--- config.mk ---
export PLATFORM = sky130hd
export DESIGN_NAME = demux_dispatcher
export DESIGN_NICKNAME = d
export VERILOG_FILES = /design/src/rtl/demux_pkg.sv /design/src/rtl/next_set_index.sv /design/src/rtl/demux_dispatcher.sv
export SDC_FILE = /design/constraint.sdc
export NUM_CORES = 1
export LEC_CHECK = 0
export CELL_PAD_IN_SITES_DETAIL_PLACEMENT = 0
export CELL_PAD_IN_SITES_GLOBAL_PLACEMENT = 2
export CORE_MARGIN = 8
export CORE_UTILIZATION = 30
export DETAILED_ROUTE_END_ITERATION = 10
export PLACE_DENSITY = 0.83
export SYNTH_ARGS = -nofsm -noshare
export SYNTH_HDL_FRONTEND = slang
export SYNTH_SLANG_ARGS = --single-unit
--- constraint.sdc ---
create_clock -name clk -period 2.98 [get_ports clk]
set_clock_uncertainty 0.1 [all_clocks]
set_input_delay 0.298 -clock clk [delete_from_list [all_inputs] [get_ports clk]]
set_output_delay 0.298 -clock clk [all_outputs]
set_load 0.05 [all_outputs]
--- src/rtl/demux_pkg.sv ---
// Shared types for the demux dispatcher: FSM state encoding and the select-width helper
// used by the dispatcher, the downstream demux and the bench.
package demux_pkg;

  typedef enum logic [1:0] {
    ST_IDLE = 2'd0,
    ST_SEND = 2'd1,
    ST_DONE = 2'd2
  } state_e;

  // Select width for an N-way demux; clamped to 1 so degenerate N still yields a legal vector
  function automatic int sel_w(input int n);
    return (n < 2) ? 1 : $clog2(n);
  endfunction

endpackage

--- src/rtl/next_set_index.sv ---
// Priority search: lowest set mask bit strictly above cur, or the lowest set bit
// overall when first is high.
module next_set_index
  import demux_pkg::*;
#(
  parameter int N = 10,
  localparam int SW = sel_w(N)
) (
  input  logic [N-1:0]  mask_i,
  input  logic [SW-1:0] cur_i,
  input  logic          first_i,
  output logic [SW-1:0] idx_o,
  output logic          found_o
);

  // Scan top-down so the last hit written is the lowest qualifying index
  always_comb begin
    idx_o   = '0;
    found_o = 1'b0;
    for (int k = N - 1; k >= 0; k--) begin
      if (mask_i[k] && (first_i || (k > int'(cur_i)))) begin
        idx_o   = SW'(k);
        found_o = 1'b1;
      end
    end
  end

endmodule

--- src/rtl/demux_dispatcher.sv ---
// Serialises one N-bit word onto a 1-bit demux lane, visiting only the channels
// enabled by the captured mask, in ascending order, with one done pulse per word.
module demux_dispatcher
  import demux_pkg::*;
#(
  parameter int N = 10,
  localparam int SW = sel_w(N)
) (
  input  logic          clk,
  input  logic          rst_n,
  input  logic          in_valid,
  output logic          in_ready,
  input  logic [N-1:0]  in_data,
  input  logic [N-1:0]  in_mask,
  input  logic          pause,
  output logic          y,
  output logic [SW-1:0] s,
  output logic          strobe,
  output logic          busy,
  output logic          done
);

  state_e        state_q, state_d;
  logic [SW-1:0] s_q, s_d;
  logic [N-1:0]  data_q, data_d, mask_q, mask_d;
  logic [SW-1:0] nxt_idx;
  logic          nxt_found;
  logic          xfer;

  assign in_ready = (state_q != ST_SEND);
  assign xfer     = in_valid && in_ready;

  // One searcher serves both cases: first index of an incoming mask, or the
  // successor of s in the held mask; the two never coincide in time.
  next_set_index #(.N(N)) u_nsi (
    .mask_i  (xfer ? in_mask : mask_q),
    .cur_i   (s_q),
    .first_i (xfer),
    .idx_o   (nxt_idx),
    .found_o (nxt_found)
  );

  always_comb begin
    state_d = state_q;
    s_d     = s_q;
    data_d  = data_q;
    mask_d  = mask_q;
    case (state_q)
      ST_SEND: begin
        if (!pause) begin
          if (nxt_found) s_d = nxt_idx;
          else           state_d = ST_DONE;
        end
      end
      default: begin
        if (xfer) begin
          data_d  = in_data;
          mask_d  = in_mask;
          s_d     = nxt_found ? nxt_idx : '0;
          state_d = nxt_found ? ST_SEND : ST_DONE;
        end else begin
          state_d = ST_IDLE;
        end
      end
    endcase
  end

  always_ff @(posedge clk or negedge rst_n) begin
    if (!rst_n) begin
      state_q <= ST_IDLE;
      s_q     <= '0;
      data_q  <= '0;
      mask_q  <= '0;
    end else begin
      state_q <= state_d;
      s_q     <= s_d;
      data_q  <= data_d;
      mask_q  <= mask_d;
    end
  end

  assign strobe = (state_q == ST_SEND) && !pause;
  assign y      = strobe && data_q[s_q];
  assign s      = s_q;
  assign busy   = (state_q != ST_IDLE);
  assign done   = (state_q == ST_DONE);

endmodule
==> results of run 1 <==
==> where the power goes <==
| part | internal [uW] | total, uW | switching (uW) |
|---|---|---|---|
| logic | 579 | 1300 | 721 |
| registers | 496 | 652 | 156 |
| clock network | 94.9 | 210 | 115 |
==> placed cells by master, fill, tap and decap left out, drive strengths merged, types with 3 or more instances in the layout <==
master	count
buf	6
o21ai	8
inv	5
nor2	11
nand2	47
and3	3
nor3	3
clkbuf	3
dfrtp	25
nand3	4
mux2	3
a21oi	6
a21o	5
clkdlybuf4s50	31
==> cell usage after synthesis (2+ instances only) <==
library cell,number,area share
buf_2,2,0.0069
o211ai_1,2,0.010
dfrtp_1,25,0.43
mux2_4,2,0.021
nor2_1,10,0.026
mux4_2,2,0.031
nand3_1,3,0.010
clkbuf_1,4,0.010
a211oi_1,2,0.010
mux2i_1,2,0.014
nor3_1,3,0.010
a21o_1,3,0.015
a221oi_1,2,0.012
inv_1,4,0.010
o31ai_1,2,0.010
a21oi_1,6,0.021
o21ai_0,7,0.024
a31oi_1,2,0.0086
nand2_1,46,0.12
==> worst paths after layout <==
check | startpoint | to | slack, ns | cells past startpoint
worst max register to register | state_q[1]$_DFFE_PN0P_ | s[2]$_DFFE_PN0P_ | 0.49 | 8
min in group clk | data_q[3]$_DFFE_PN0P_ | data_q[3]$_DFFE_PN0P_ | 0.38 | 2
worst min-delay path | rst_n | mask_q[4]$_DFFE_PN0N_ | 0.29 | 2
max in group asynchronous | rst_n | s[0]$_DFFE_PN0P_ | 2.25 | 2
worst max-delay path | state_q[1]$_DFFE_PN0P_ | strobe | 0.43 | 4
worst min register to register | data_q[3]$_DFFE_PN0P_ | data_q[3]$_DFFE_PN0P_ | 0.38 | 2
==> worst max-delay path: stages, from the launching register on <==
cell and delay (ns):
dfrtp_1 0.42, nor2b_4 0.23, inv_4 0.12, nor2_1 0.24, clkdlybuf4s50_1 0.86
==> state kept, by name, summed over array words and instances, names as in the netlist <==
| register | count |
|---|---|
| mask_q | 9 |
| data_q | 10 |
| state_q | 2 |
| s | 4 |
==> area by class of cell <==
cell class | count | area (um2)
fillers | 475 | 2800
inverters | 5 | 21.3
multi-input cells | 120 | 776
well taps | 54 | 67.6
flip-flops and latches | 25 | 626
clock inverters | 1 | 7.51
clock buffers | 3 | 41.3
repair buffers | 37 | 355
==> through the flow <==
stage	cells	instance area [um2]	hold slack, ns
final	245	1890	0.287
after CTS	245	1890	0.301
after floorplan	158	1460	-0.0976
after global placement	241	1850	0.354
after detailed placement	241	1850	0.362
after global routing	245	1890	0.300
==> kinds of logic after synthesis <==
group / count (synthesis) / share of synthesized area
simple gates: 76 / 0.258
buf+inv: 13 / 0.0421
flops: 25 / 0.429
mux: 7 / 0.0730
compound gates: 37 / 0.198
==> metal layers <==
| metal | GRT usage | vias to the layer above | part of all wire |
|---|---|---|---|
| li1 | - | 625 | - |
| met2 | 0.187 | 47 | 0.48 |
| met1 | 0.138 | 595 | 0.45 |
| met3 | 0.0315 | 2 | 0.063 |
| met4 | 0.0191 | 0 | 0.0046 |
| met5 | 0 | - | 0 |
==> impl_metrics.py, run 1 <==
metrics = {
    "grt": {
        "grt.total_usage": 0.111,
        "grt_pass1_wl_um": 6600,
        "grt_overflow": 0,
        "grt_pass1_vias": 1353,
        "grt_max_degree": 26,
        "antenna_found_initial": 0,
    },
    "hold_path": {
        "hp-class": "input port to asynchronous set/reset pin",
    },
    "place": {
        "pre_cts_slack_ns": 0.296,
        "gp_congestion": 0.910,
        "port-buffer-count": 32,
        "hpwl_um": 2930,
    },
    "logic_synthesis": {
        "synth_seq_area_share": 0.429,
        "synth_edf_count": 0,
        "async_flop_share": 1.00,
        "synth_nets": 182,
        "yosys_warnings": 0,
        "synth_area_um2": 1460,
        "yosysUniqueCellTypes": 48,
        "ys.flop_type": "dfrtp_1",
        "synth_seq_cells": 25,
        "synth.avg_cell_area_um2": 9.23,
        "postSynthCellCount": 158,
    },
    "timing": {
        "rsz0062_at_grt": "no",
        "slew_violations": 0,
        "period_needed_ns": 2.55,
        "hold_viol_final": 0,
        "slew_headroom": 0.664,
        "tns_ns": 0,
        "layout_setup_ws_ns": 0.431,
        "finalCritPeriodShare": 0.855,
        "clock.fmax_mhz": 392,
        "worst_pin_slew_ns": 0.502,
        "setup_violations": 0,
    },
    "clock_tree": {
        "cts_resized": 0,
        "cts_hold_buf": 0,
        "clk_pin_slew_ns": 0.09,
        "cts_tree": "yes",
        "h-tree-depth": 1,
        "cts_max_path_buffers": 2,
        "cts.sinks": 25,
        "cts-root-buf": "clkbuf_8",
        "numCtsBuffers": 3,
        "clock_latency_ns": 0.27,
        "cts_setup_buffers": 0,
    },
    "route": {
        "wl_um": 3870,
        "drc_errors": 0,
        "routedWlPerCell_um": 15.8,
        "drt_pass1_iterations": 4,
        "drt_iter0_markers": 82,
        "viasPerCell": 5.18,
        "vias": 1269,
        "antenna_left": 0,
    },
    "floorplan": {
        "start_util": 0.311,
        "die_w_um": 85.7,
        "dieArea_um2": 7350,
        "dieHeight_um": 85.7,
        "coreArea_um2": 4690,
        "io_pins": 33,
        "rows": 25,
    },
    "status": {
        "status": "finished clean",
    },
    "power_and_ir_drop": {
        "p_per_area_nw_per_um2": 1140,
        "power_leakage_uw": 0.000850,
        "total_power_uw": 2160,
        "ir_worst_vdd_v": 0.000445,
    },
    "worst_setup_path": {
        "cp.arrival_ns": 2.15,
        "cp.required_ns": 2.58,
        "crit_path_max_fanout": 13,
        "worstSetupPathType": "flop to output pin",
        "worstSetupEndpointType": "output pin",
        "critPathLaunchType": "flop",
    },
    "finish": {
        "syn_to_final_growth_pct": 30.0,
        "num_antenna_cells": 0,
        "drive_gt1_frac": 0.168,
        "final_util": 0.404,
        "final_nets": 216,
    },
    "flow_run": {
        "max_cap_violations": 0,
    },
}
(Power assumes the default switching activity.)
==> run 2: changes to the inputs <==
Settings changed: SLEW_MARGIN from default to 40.
==> results of run 2 <==
No change in the layout: final DEF, timing and power equal those of run 1.
==> run 3: changes to the inputs <==
Clock period 2.98 ns to 2.7 ns, I/O delays scaled along.
==> run 3 against run 2 <==
  * First-iteration DRC count is 37% higher
  * Critical path depth is 4 higher
  * Via count grew 3.8%
  * Die area unchanged
  * Highest routed layer unchanged
==> impl_metrics.py, run 3 (same netlist as run 1, synthesis figures left out) <==
metrics = {
    "status": {
        "status": "finished clean",
    },
    "finish": {
        "mostFrequentLayoutCells": "nand2_1, clkdlybuf4s50_1, dfrtp_1",
        "final_nets": 223,
        "drive_gt1_frac": 0.197,
        "syn_to_final_growth_pct": 34.5,
        "layout_commonest_cell": "nand2_1",
        "n_fill_cell": 465,
        "largest_reg_flops": 10,
        "regMostFlops": "data_q",
        "multi_input_area_um2": 788,
        "fin_area_um2": 1960,
        "num_antenna_cells": 0,
        "seqCellArea_um2": 626,
    },
    "floorplan": {
        "die_w_um": 85.7,
        "coreArea_um2": 4690,
        "dieHeight_um": 85.7,
        "start_util": 0.311,
        "io_pins": 33,
        "dieArea_um2": 7350,
        "rows": 25,
    },
    "worst_setup_path": {
        "worstSetupPathType": "flop to flop",
        "cp.required_ns": 2.77,
        "crit_start": "state_q[1]$_DFFE_PN0P_",
        "r2r_end": "s[2]$_DFFE_PN0P_",
        "crit_path_max_fanout": 13,
        "r2r_start": "state_q[1]$_DFFE_PN0P_",
        "r2r_setup_slack_ns": 0.15,
        "critPathLaunchType": "flop",
        "r2r_cells": 8,
        "endpoint": "s[2]$_DFFE_PN0P_",
        "path_cells": "nor2b_4, inv_4, nand2_2, mux2_2, a2bb2oi_1, nand4bb_4, a21o_4, mux2_4",
        "cp_slowest_cell": "dfrtp_1",
        "worstSetupEndpointType": "flop",
        "cp.arrival_ns": 2.63,
        "cpPeakStageDelay_ns": 0.43,
    },
    "route": {
        "antenna_left": 0,
        "drt_pass1_iterations": 4,
        "drc_errors": 0,
        "viasPerCell": 5.23,
        "wl_um": 4020,
        "routedWlPerCell_um": 16.0,
        "vias": 1317,
        "drt_iter0_markers": 112,
    },
    "clock_tree": {
        "numCtsBuffers": 3,
        "cts_hold_buf": 0,
        "clk_pin_slew_ns": 0.10,
        "cts_setup_buffers": 0,
        "cts-root-buf": "clkbuf_8",
        "cts_max_path_buffers": 2,
        "cts_tree": "yes",
        "h-tree-depth": 1,
        "cts_resized": 0,
        "clock_latency_ns": 0.28,
        "cts.sinks": 25,
    },
    "power_and_ir_drop": {
        "clock_power_share": 0.099,
        "power_leakage_uw": 0.000889,
        "p_comb_frac": 0.627,
        "p_per_area_nw_per_um2": 1270,
        "p_int_uw": 1350,
        "ir_worst_vdd_v": 0.000488,
        "power.share.switching": 0.457,
        "seqPwrFrac": 0.275,
        "total_power_uw": 2480,
        "switching_power_uw": 1140,
    },
    "flow_run": {
        "max_cap_violations": 0,
    },
    "grt": {
        "grt_pass1_vias": 1315,
        "antenna_found_initial": 0,
        "grt.total_usage": 0.112,
        "grt_overflow": 0,
        "grt_pass1_wl_um": 6580,
        "grt_max_degree": 26,
    },
    "timing": {
        "hold_viol_final": 0,
        "period_needed_ns": 2.55,
        "finalCritPeriodShare": 0.945,
        "rsz0062_at_grt": "no",
        "worst_pin_slew_ns": 0.513,
        "slew_headroom": 0.657,
        "whs_ns": 0.248,
        "tns_ns": 0,
        "clock.fmax_mhz": 392,
        "slew_violations": 0,
        "setup_violations": 0,
    },
    "place": {
        "port-buffer-count": 32,
        "gp_congestion": 1.03,
        "postPlaceCellArea_um2": 1900,
        "hpwl_um": 3120,
    },
    "hold_path": {
        "hp-class": "input port to asynchronous set/reset pin",
    },
}
[run 3: changes by cell type in the layout (fill, tap and decap cells not counted), sizes merged]
cell / delta
buf: +7
clkinvlp: -1
inv: +1
[run 3: layout make-up]
class,count,area share
multi-input cells,120,0.402
flip-flops and latches,25,0.319
repair buffers,44,0.208
well taps,54,0.0345
clock buffers,3,0.0211
inverters,5,0.0108
clock inverters,1,0.00447
[run 3: worst min-delay path by stage]
stage / to / startpoint / slack [ns]
2_1_floorplan: data_q[0]$_DFFE_PN0P_ / rst_n / -0.13
3_3_place_gp: mask_q[1]$_DFFE_PN0N_ / mask_q[1]$_DFFE_PN0N_ / 0.35
3_5_place_dp: data_q[0]$_DFFE_PN0P_ / data_q[0]$_DFFE_PN0P_ / 0.36
4_1_cts: mask_q[9]$_DFFE_PN0N_ / rst_n / 0.26
5_1_grt: mask_q[3]$_DFFE_PN0N_ / rst_n / 0.26
6_report: mask_q[6]$_DFFE_PN0N_ / rst_n / 0.25
[run 3: worst max-delay path, delay by kind of cell, from the launching register on]
| family | cells | cell delay [ns] |
|---|---|---|
| multiplexers | 2 | 0.69 |
| AND/OR/NAND/NOR | 3 | 0.65 |
| flip-flops | 1 | 0.43 |
| buffers and inverters | 1 | 0.13 |
| AO/OA/AOI/OAI | 2 | 0.44 |
[run 3: metal layers]
metal / track usage / wire [um]
met5: 0 / 0
met4: 0.0255 / 38
met3: 0.0325 / 240
met2: 0.191 / 1890
met1: 0.135 / 1850
[run 3: power groups by stage]
stage,Sequential [uW],Clock [uW],Combinational [uW]
after floorplan,722,0,1070
final,682,245,1560
after CTS,674,252,1550
after global routing,697,267,1690
after global placement,682,0,1540
after detailed placement,684,0,1540
[run 3: metrics by stage]
step,util,std cells,setup slack (ns)
2_1_floorplan,-,158,0.0803
3_3_place_gp,0.405,248,0.132
3_5_place_dp,0.405,248,0.0840
4_1_cts,0.415,252,0.161
5_1_grt,0.418,252,0.0391
6_report,0.418,252,0.148
